$ cat config.mk
export PLATFORM = sky130hd
export DESIGN_NAME = freq_to_fword
export DESIGN_NICKNAME = d
export VERILOG_FILES = /design/src/rtl/freq_to_fword.sv
export SDC_FILE = /design/constraint.sdc
export NUM_CORES = 1
export LEC_CHECK = 0
export CORE_ASPECT_RATIO = 1.1
export CORE_MARGIN = 2
export CORE_UTILIZATION = 49
export DETAILED_ROUTE_END_ITERATION = 16
export PLACE_DENSITY = 0.76
export SLEW_MARGIN = 20
export SYNTH_ARGS = -nofsm -noshare
export SYNTH_HDL_FRONTEND = slang
export SYNTH_SLANG_ARGS = --single-unit
export TNS_END_PERCENT = 100
$ cat constraint.sdc
create_clock -name sys_clk -period 2.2 [get_ports sys_clk]
set_input_delay 0.44 -clock sys_clk [delete_from_list [all_inputs] [get_ports sys_clk]]
set_output_delay 0.44 -clock sys_clk [all_outputs]
set_load 0.01 [all_outputs]
$ cat src/rtl/freq_to_fword.sv
// freq_to_fword: converts 0.1-Hz-unit frequency / code-rate words into DDS
// tuning words, word = floor(x * 2^FW / DIV_CONST), via a shared one-bit-per-
// clock restoring divider that runs the carrier and then the code rate.
//
// Ports:
//   sys_clk, sys_rst_n  clock, asynchronous active-low reset
//   cfg_valid           level from the decoder; a rising edge requests a conversion
//   freq_in             carrier frequency, 0.1 Hz units
//   code_rate_in        code rate, 0.1 sym/s units
//   fword_freq          carrier tuning word (held between conversions)
//   fword_rate          code-rate tuning word (held between conversions)
//   fword_valid         one-cycle pulse when both words update
//   busy                high from the start edge until the fword_valid edge
//   range_err           sticky: last completed conversion had an input >= DIV_CONST
module freq_to_fword #(
  parameter int unsigned DIV_CONST = 500_000_000,
  parameter int unsigned FW        = 32
) (
  input  logic          sys_clk,
  input  logic          sys_rst_n,
  input  logic          cfg_valid,
  input  logic [31:0]   freq_in,
  input  logic [31:0]   code_rate_in,
  output logic [FW-1:0] fword_freq,
  output logic [FW-1:0] fword_rate,
  output logic          fword_valid,
  output logic          busy,
  output logic          range_err
);

  // Remainder needs one bit above DIV_CONST's width to hold the doubled value.
  localparam int unsigned RW = $clog2(DIV_CONST) + 1;
  localparam int unsigned CW = $clog2(FW);
  localparam logic [RW-1:0] DIV_R    = RW'(DIV_CONST);
  localparam logic [CW-1:0] CNT_LAST = CW'(FW - 1);

  typedef enum logic [1:0] {
    S_IDLE  = 2'd0,
    S_DIV_F = 2'd1,
    S_DIV_R = 2'd2,
    S_DONE  = 2'd3
  } state_t;

  state_t        state_q, state_d;
  logic          v_d1_q, v_d2_q;
  logic          pend_q, pend_d;
  logic [CW-1:0] cnt_q, cnt_d;
  logic [RW-1:0] rem_q, rem_d;
  logic [FW-1:0] quo_q, quo_d;
  logic [FW-1:0] fquo_q, fquo_d;
  logic [RW-1:0] rate_lat_q, rate_lat_d;
  logic          clamp_f_q, clamp_f_d;
  logic          clamp_r_q, clamp_r_d;
  logic [FW-1:0] fword_freq_q, fword_freq_d;
  logic [FW-1:0] fword_rate_q, fword_rate_d;
  logic          fword_valid_q, fword_valid_d;
  logic          busy_q, busy_d;
  logic          range_err_q, range_err_d;

  logic          start_c;
  logic          f_ok_c, r_ok_c;
  logic [RW-1:0] rem2_c;
  logic          ge_c;
  logic [RW-1:0] rem_next_c;
  logic [FW-1:0] quo_next_c;

  // Two-stage delay: start fires one clock after v_d1 sees the rise, which
  // lets the decoder's data settle before sampling.
  assign start_c = v_d1_q & ~v_d2_q;

  assign f_ok_c = (freq_in      < DIV_CONST);
  assign r_ok_c = (code_rate_in < DIV_CONST);

  // One restoring-division step; rem_q < DIV_CONST so its MSB is always 0.
  assign rem2_c     = {rem_q[RW-2:0], 1'b0};
  assign ge_c       = (rem2_c >= DIV_R);
  assign rem_next_c = ge_c ? (rem2_c - DIV_R) : rem2_c;
  assign quo_next_c = {quo_q[FW-2:0], ge_c};

  // State and datapath registers.
  always_ff @(posedge sys_clk or negedge sys_rst_n) begin
    if (!sys_rst_n) begin
      state_q       <= S_IDLE;
      v_d1_q        <= 1'b0;
      v_d2_q        <= 1'b0;
      pend_q        <= 1'b0;
      cnt_q         <= '0;
      rem_q         <= '0;
      quo_q         <= '0;
      fquo_q        <= '0;
      rate_lat_q    <= '0;
      clamp_f_q     <= 1'b0;
      clamp_r_q     <= 1'b0;
      fword_freq_q  <= '0;
      fword_rate_q  <= '0;
      fword_valid_q <= 1'b0;
      busy_q        <= 1'b0;
      range_err_q   <= 1'b0;
    end else begin
      state_q       <= state_d;
      v_d1_q        <= cfg_valid;
      v_d2_q        <= v_d1_q;
      pend_q        <= pend_d;
      cnt_q         <= cnt_d;
      rem_q         <= rem_d;
      quo_q         <= quo_d;
      fquo_q        <= fquo_d;
      rate_lat_q    <= rate_lat_d;
      clamp_f_q     <= clamp_f_d;
      clamp_r_q     <= clamp_r_d;
      fword_freq_q  <= fword_freq_d;
      fword_rate_q  <= fword_rate_d;
      fword_valid_q <= fword_valid_d;
      busy_q        <= busy_d;
      range_err_q   <= range_err_d;
    end
  end

  // Next-state and output logic.
  always_comb begin
    state_d       = state_q;
    pend_d        = pend_q;
    cnt_d         = cnt_q;
    rem_d         = rem_q;
    quo_d         = quo_q;
    fquo_d        = fquo_q;
    rate_lat_d    = rate_lat_q;
    clamp_f_d     = clamp_f_q;
    clamp_r_d     = clamp_r_q;
    fword_freq_d  = fword_freq_q;
    fword_rate_d  = fword_rate_q;
    fword_valid_d = 1'b0;
    busy_d        = busy_q;
    range_err_d   = range_err_q;

    // Starts arriving mid-conversion (including on DONE) merge into one pending request.
    if (start_c && (state_q != S_IDLE)) begin
      pend_d = 1'b1;
    end

    case (state_q)
      S_IDLE: begin
        if (start_c || pend_q) begin
          pend_d     = 1'b0;
          clamp_f_d  = ~f_ok_c;
          clamp_r_d  = ~r_ok_c;
          // Out-of-range inputs are clamped at DONE; divide zero to keep latency fixed.
          rem_d      = f_ok_c ? RW'(freq_in) : '0;
          rate_lat_d = r_ok_c ? RW'(code_rate_in) : '0;
          cnt_d      = '0;
          quo_d      = '0;
          busy_d     = 1'b1;
          state_d    = S_DIV_F;
        end
      end
      S_DIV_F: begin
        rem_d = rem_next_c;
        quo_d = quo_next_c;
        cnt_d = cnt_q + CW'(1);
        if (cnt_q == CNT_LAST) begin
          fquo_d  = quo_next_c;
          rem_d   = rate_lat_q;
          quo_d   = '0;
          cnt_d   = '0;
          state_d = S_DIV_R;
        end
      end
      S_DIV_R: begin
        rem_d = rem_next_c;
        quo_d = quo_next_c;
        cnt_d = cnt_q + CW'(1);
        if (cnt_q == CNT_LAST) begin
          cnt_d   = '0;
          state_d = S_DONE;
        end
      end
      S_DONE: begin
        fword_freq_d  = clamp_f_q ? '1 : fquo_q;
        fword_rate_d  = clamp_r_q ? '1 : quo_q;
        fword_valid_d = 1'b1;
        busy_d        = 1'b0;
        range_err_d   = clamp_f_q | clamp_r_q;
        state_d       = S_IDLE;
      end
      default: begin
        state_d = S_IDLE;
      end
    endcase
  end

  assign fword_freq  = fword_freq_q;
  assign fword_rate  = fword_rate_q;
  assign fword_valid = fword_valid_q;
  assign busy        = busy_q;
  assign range_err   = range_err_q;

endmodule
==> flow_metrics.py <==
metrics = {
    "pwr": {
        "ir_drop_mv": 0.857,
        "leakagePower_uw": 0.00529,
        "p_per_area_mw_per_mm2": 1350,
        "power_uw": 16100,
    },
    "yosys": {
        "synth_edf_count": 0,
        "synth_top_area_cell": "dfrtp_1",
        "yosysSeqAreaShare_pct": 57.1,
        "synth_fa_ha_area_share_pct": 1.28,
        "async_reset_ff_share_pct": 100,
        "synth_compound_gate_area_share_pct": 22.2,
        "synth-seq-cells": 201,
        "yosys_warnings": 0,
        "synthDistinctLibCells": 66,
        "synth_top_area_share_pct": 57.1,
        "synth_area_leaders": "dfrtp_1 (57%), a22o_1 (5.9%), mux2_2 (4.1%)",
        "muxShareOfSynthArea_pct": 4.31,
        "yosys-top-cells-count": "dfrtp_1 (201), nor2_1 (91), a22o_1 (59)",
        "synth_top_family_by_area": "compound AO/OA/AOI/OAI gates",
        "syn_nets": 871,
        "synth_simple_gate_area_share_pct": 11.1,
        "synth_cells": 795,
        "ys.flop_type": "dfrtp_1",
        "avgSynthCellArea_um2": 11.1,
        "yosys.area_share.xor_xnor_pct": 0.993,
        "yosysMostFrequentCell": "dfrtp_1",
        "syn_area_mm2": 0.00882,
    },
    "global_route": {
        "grt_pass1_wl_um": 35700,
        "antenna_found_initial": 0,
        "grt_pass1_vias": 7078,
        "grt_usage_pct": 23.1,
        "grt_max_degree": 62,
        "grt_overflow": 0,
    },
    "route": {
        "avgRoutedWirePerCell_um": 17.7,
        "drtIter0Drc": 507,
        "num_vias": 7141,
        "dr.pass1.iters": 5,
        "vias_per_cell": 5.73,
        "ant_nets": 0,
        "drc_errors": 0,
        "wirelength_um": 22100,
    },
    "critical_path": {
        "worst_path_largest_cell_delay_ns": 0.38,
        "worstSetupStartpointType": "flip-flop",
        "critical_path_required_ns": 2.54,
        "critPathCaptureType": "flip-flop",
        "arrival_ns": 2.50,
        "worstPathCellList": "inv_2 -> ha_4 -> nand2b_4 -> a2111oi_4 -> buf_4 -> o21bai_4 -> a21oi_2 -> xor2_1 -> a222oi_1 -> a21oi_1",
        "worstPathMaxFanout": 3,
        "worstSetupPathType": "flip-flop to flip-flop",
        "slowest_stage": "a2111oi_4",
    },
    "cts": {
        "cts.sinks": 201,
        "cts_buffer_depth": 3,
        "root_buffer": "clkbuf_16",
        "clock_latency_ns": 0.49,
        "cts_inserted_buffers": 21,
        "h-tree-depth": 1,
        "cts_tree": "yes",
        "clkTransAtPathRegs_ns": 0.06,
    },
    "timing": {
        "hold_ws_ns": 0.374,
        "hold_viol_final": 0,
        "rsz0062_at_grt": "true",
        "fmax_mhz": 463,
        "tightest_slew_ns": 0.542,
        "fin_worst_skew_ns": 0.0161,
        "finalWorstSetupSlack_ns": 0.0385,
        "setup_viol": 0,
        "final_max_slew_viol_count": 0,
        "timing.final.crit_share_pct": 98.3,
        "max_slew_margin_pct": 63.5,
        "layout_min_cycle_time_ns": 2.16,
    },
    "placed_design": {
        "port_buffers": 133,
        "place_hpwl_um": 15600,
        "place.gp.congestion": 0.901,
        "pre_cts_ws_ns": -0.735,
    },
    "floorplan": {
        "die_y_um": 145,
        "pin_count": 134,
        "initial_core_util_pct": 49.9,
        "die_x_um": 132,
        "die-area_mm2": 0.0191,
        "row_count": 51,
        "core_mm2": 0.0177,
    },
    "job": {
        "max_cap_violations": 0,
    },
    "layout": {
        "drive_gt1_share_pct": 19.8,
        "fin_nets": 1074,
        "fill_cells": 1389,
        "syn2layout_area_growth_pct": 35.0,
        "num_antenna_cells": 0,
        "post-route-util_pct": 67.3,
    },
    "min_path": {
        "hold_class": "flip-flop to flip-flop",
    },
    "status": {
        "outcome": "complete, no violations",
    },
}
flip-flops by register name (all words and copies together), names as in the netlist, 2 cells and up:
signal	count
rem_q	29
quo_q	32
cnt_q	5
rate_lat_q	29
fword_freq	32
state_q	2
fword_rate	32
fquo_q	32
timing repair:
action | in CTS | in global routing
hold endpoints to repair | 56 | 0
gates resized for setup | 13 | 25
setup endpoints to repair | 41 | 58
hold buffers | 1 | 0
setup buffers | 0 | 6
pin swaps | 7 | 10
per-layer routing:
| layer | up-vias | routed length, um | track usage (%) | share of wire, % |
|---|---|---|---|---|
| li1 | 3354 | - | - | - |
| met1 | 3559 | 9880 | 31.2 | 45 |
| met2 | 201 | 10800 | 39.3 | 49 |
| met3 | 27 | 1050 | 3.31 | 4.7 |
| met4 | 0 | 344 | 6.69 | 1.6 |
| met5 | - | 0 | 0 | 0 |
logic make-up after synthesis:
kind of cell / count (synthesis)
compound gates: 262
fa+ha+maj: 9
xor+xnor: 10
flops: 201
simple gates: 214
mux: 34
buf+inv: 65
cells in the final DEF, fill, tap and decap left out, drive strengths merged, types with 7 or more instances in the layout:
| master | synthesis | routed |
|---|---|---|
| buf | 16 | 98 |
| a222oi | 8 | 8 |
| nand3 | 16 | 16 |
| a221oi | 9 | 9 |
| ha | 9 | 9 |
| inv | 13 | 14 |
| dfrtp | 201 | 201 |
| nand2 | 58 | 58 |
| o22a | 38 | 38 |
| clkbuf | 36 | 27 |
| nor2 | 93 | 93 |
| nor3 | 10 | 10 |
| o21ai | 39 | 39 |
| a211oi | 7 | 7 |
| mux2 | 32 | 32 |
| a22o | 59 | 59 |
| a21oi | 57 | 57 |
| clkdlybuf4s50 | 0 | 132 |
critical path, delay by kind of cell (launching register included):
kind            cells  cell delay [ns]
compound gates      5             0.99
flops               1             0.37
fa+ha+maj           1             0.15
simple gates        1             0.14
xor+xnor            1             0.10
buf+inv             2             0.27
where the power goes:
group	internal [uW]	switching (uW)
Combinational	3570	3720
Clock	2020	1360
Sequential	4700	727
per-stage QoR:
step	setup TNS, ns	cells	area (um2)
2_1_floorplan	0	795	8820
3_3_place_gp	-14.03	1206	11000
3_5_place_dp	-15.59	1206	11000
4_1_cts	-0.0184	1241	11700
5_1_grt	-0.169	1247	11900
6_report	0	1247	11900
path summary, 6_finish.rpt:
| check | from | end | slack, ns | cells past startpoint |
|---|---|---|---|---|
| max | rem_q[7]$_DFFE_PN0P_ | rem_q[26]$_DFFE_PN0P_ | 0.04 | 10 |
| min | v_d1_q$_DFF_PN0_ | v_d2_q$_DFF_PN0_ | 0.37 | 0 |
| max reg2reg | rem_q[7]$_DFFE_PN0P_ | rem_q[26]$_DFFE_PN0P_ | 0.04 | 10 |
| min reg2reg | v_d1_q$_DFF_PN0_ | v_d2_q$_DFF_PN0_ | 0.37 | 0 |
| max in group asynchronous | sys_rst_n | fword_rate[21]$_DFFE_PN0P_ | 0.95 | 3 |
| min in group asynchronous | sys_rst_n | quo_q[11]$_DFFE_PN0P_ | 0.52 | 2 |
layout make-up:
class | count | area [um2] | area share [%]
Clock buffer | 26 | 554 | 4.66
Clock inverter | 8 | 100 | 0.841
Inverter | 13 | 48.8 | 0.410
Multi-Input combinational cell | 529 | 3670 | 30.9
Sequential cell | 201 | 5030 | 42.3
Tap cell | 238 | 298 | 2.50
Timing Repair Buffer | 232 | 2200 | 18.5
(Power assumes the default switching activity.)
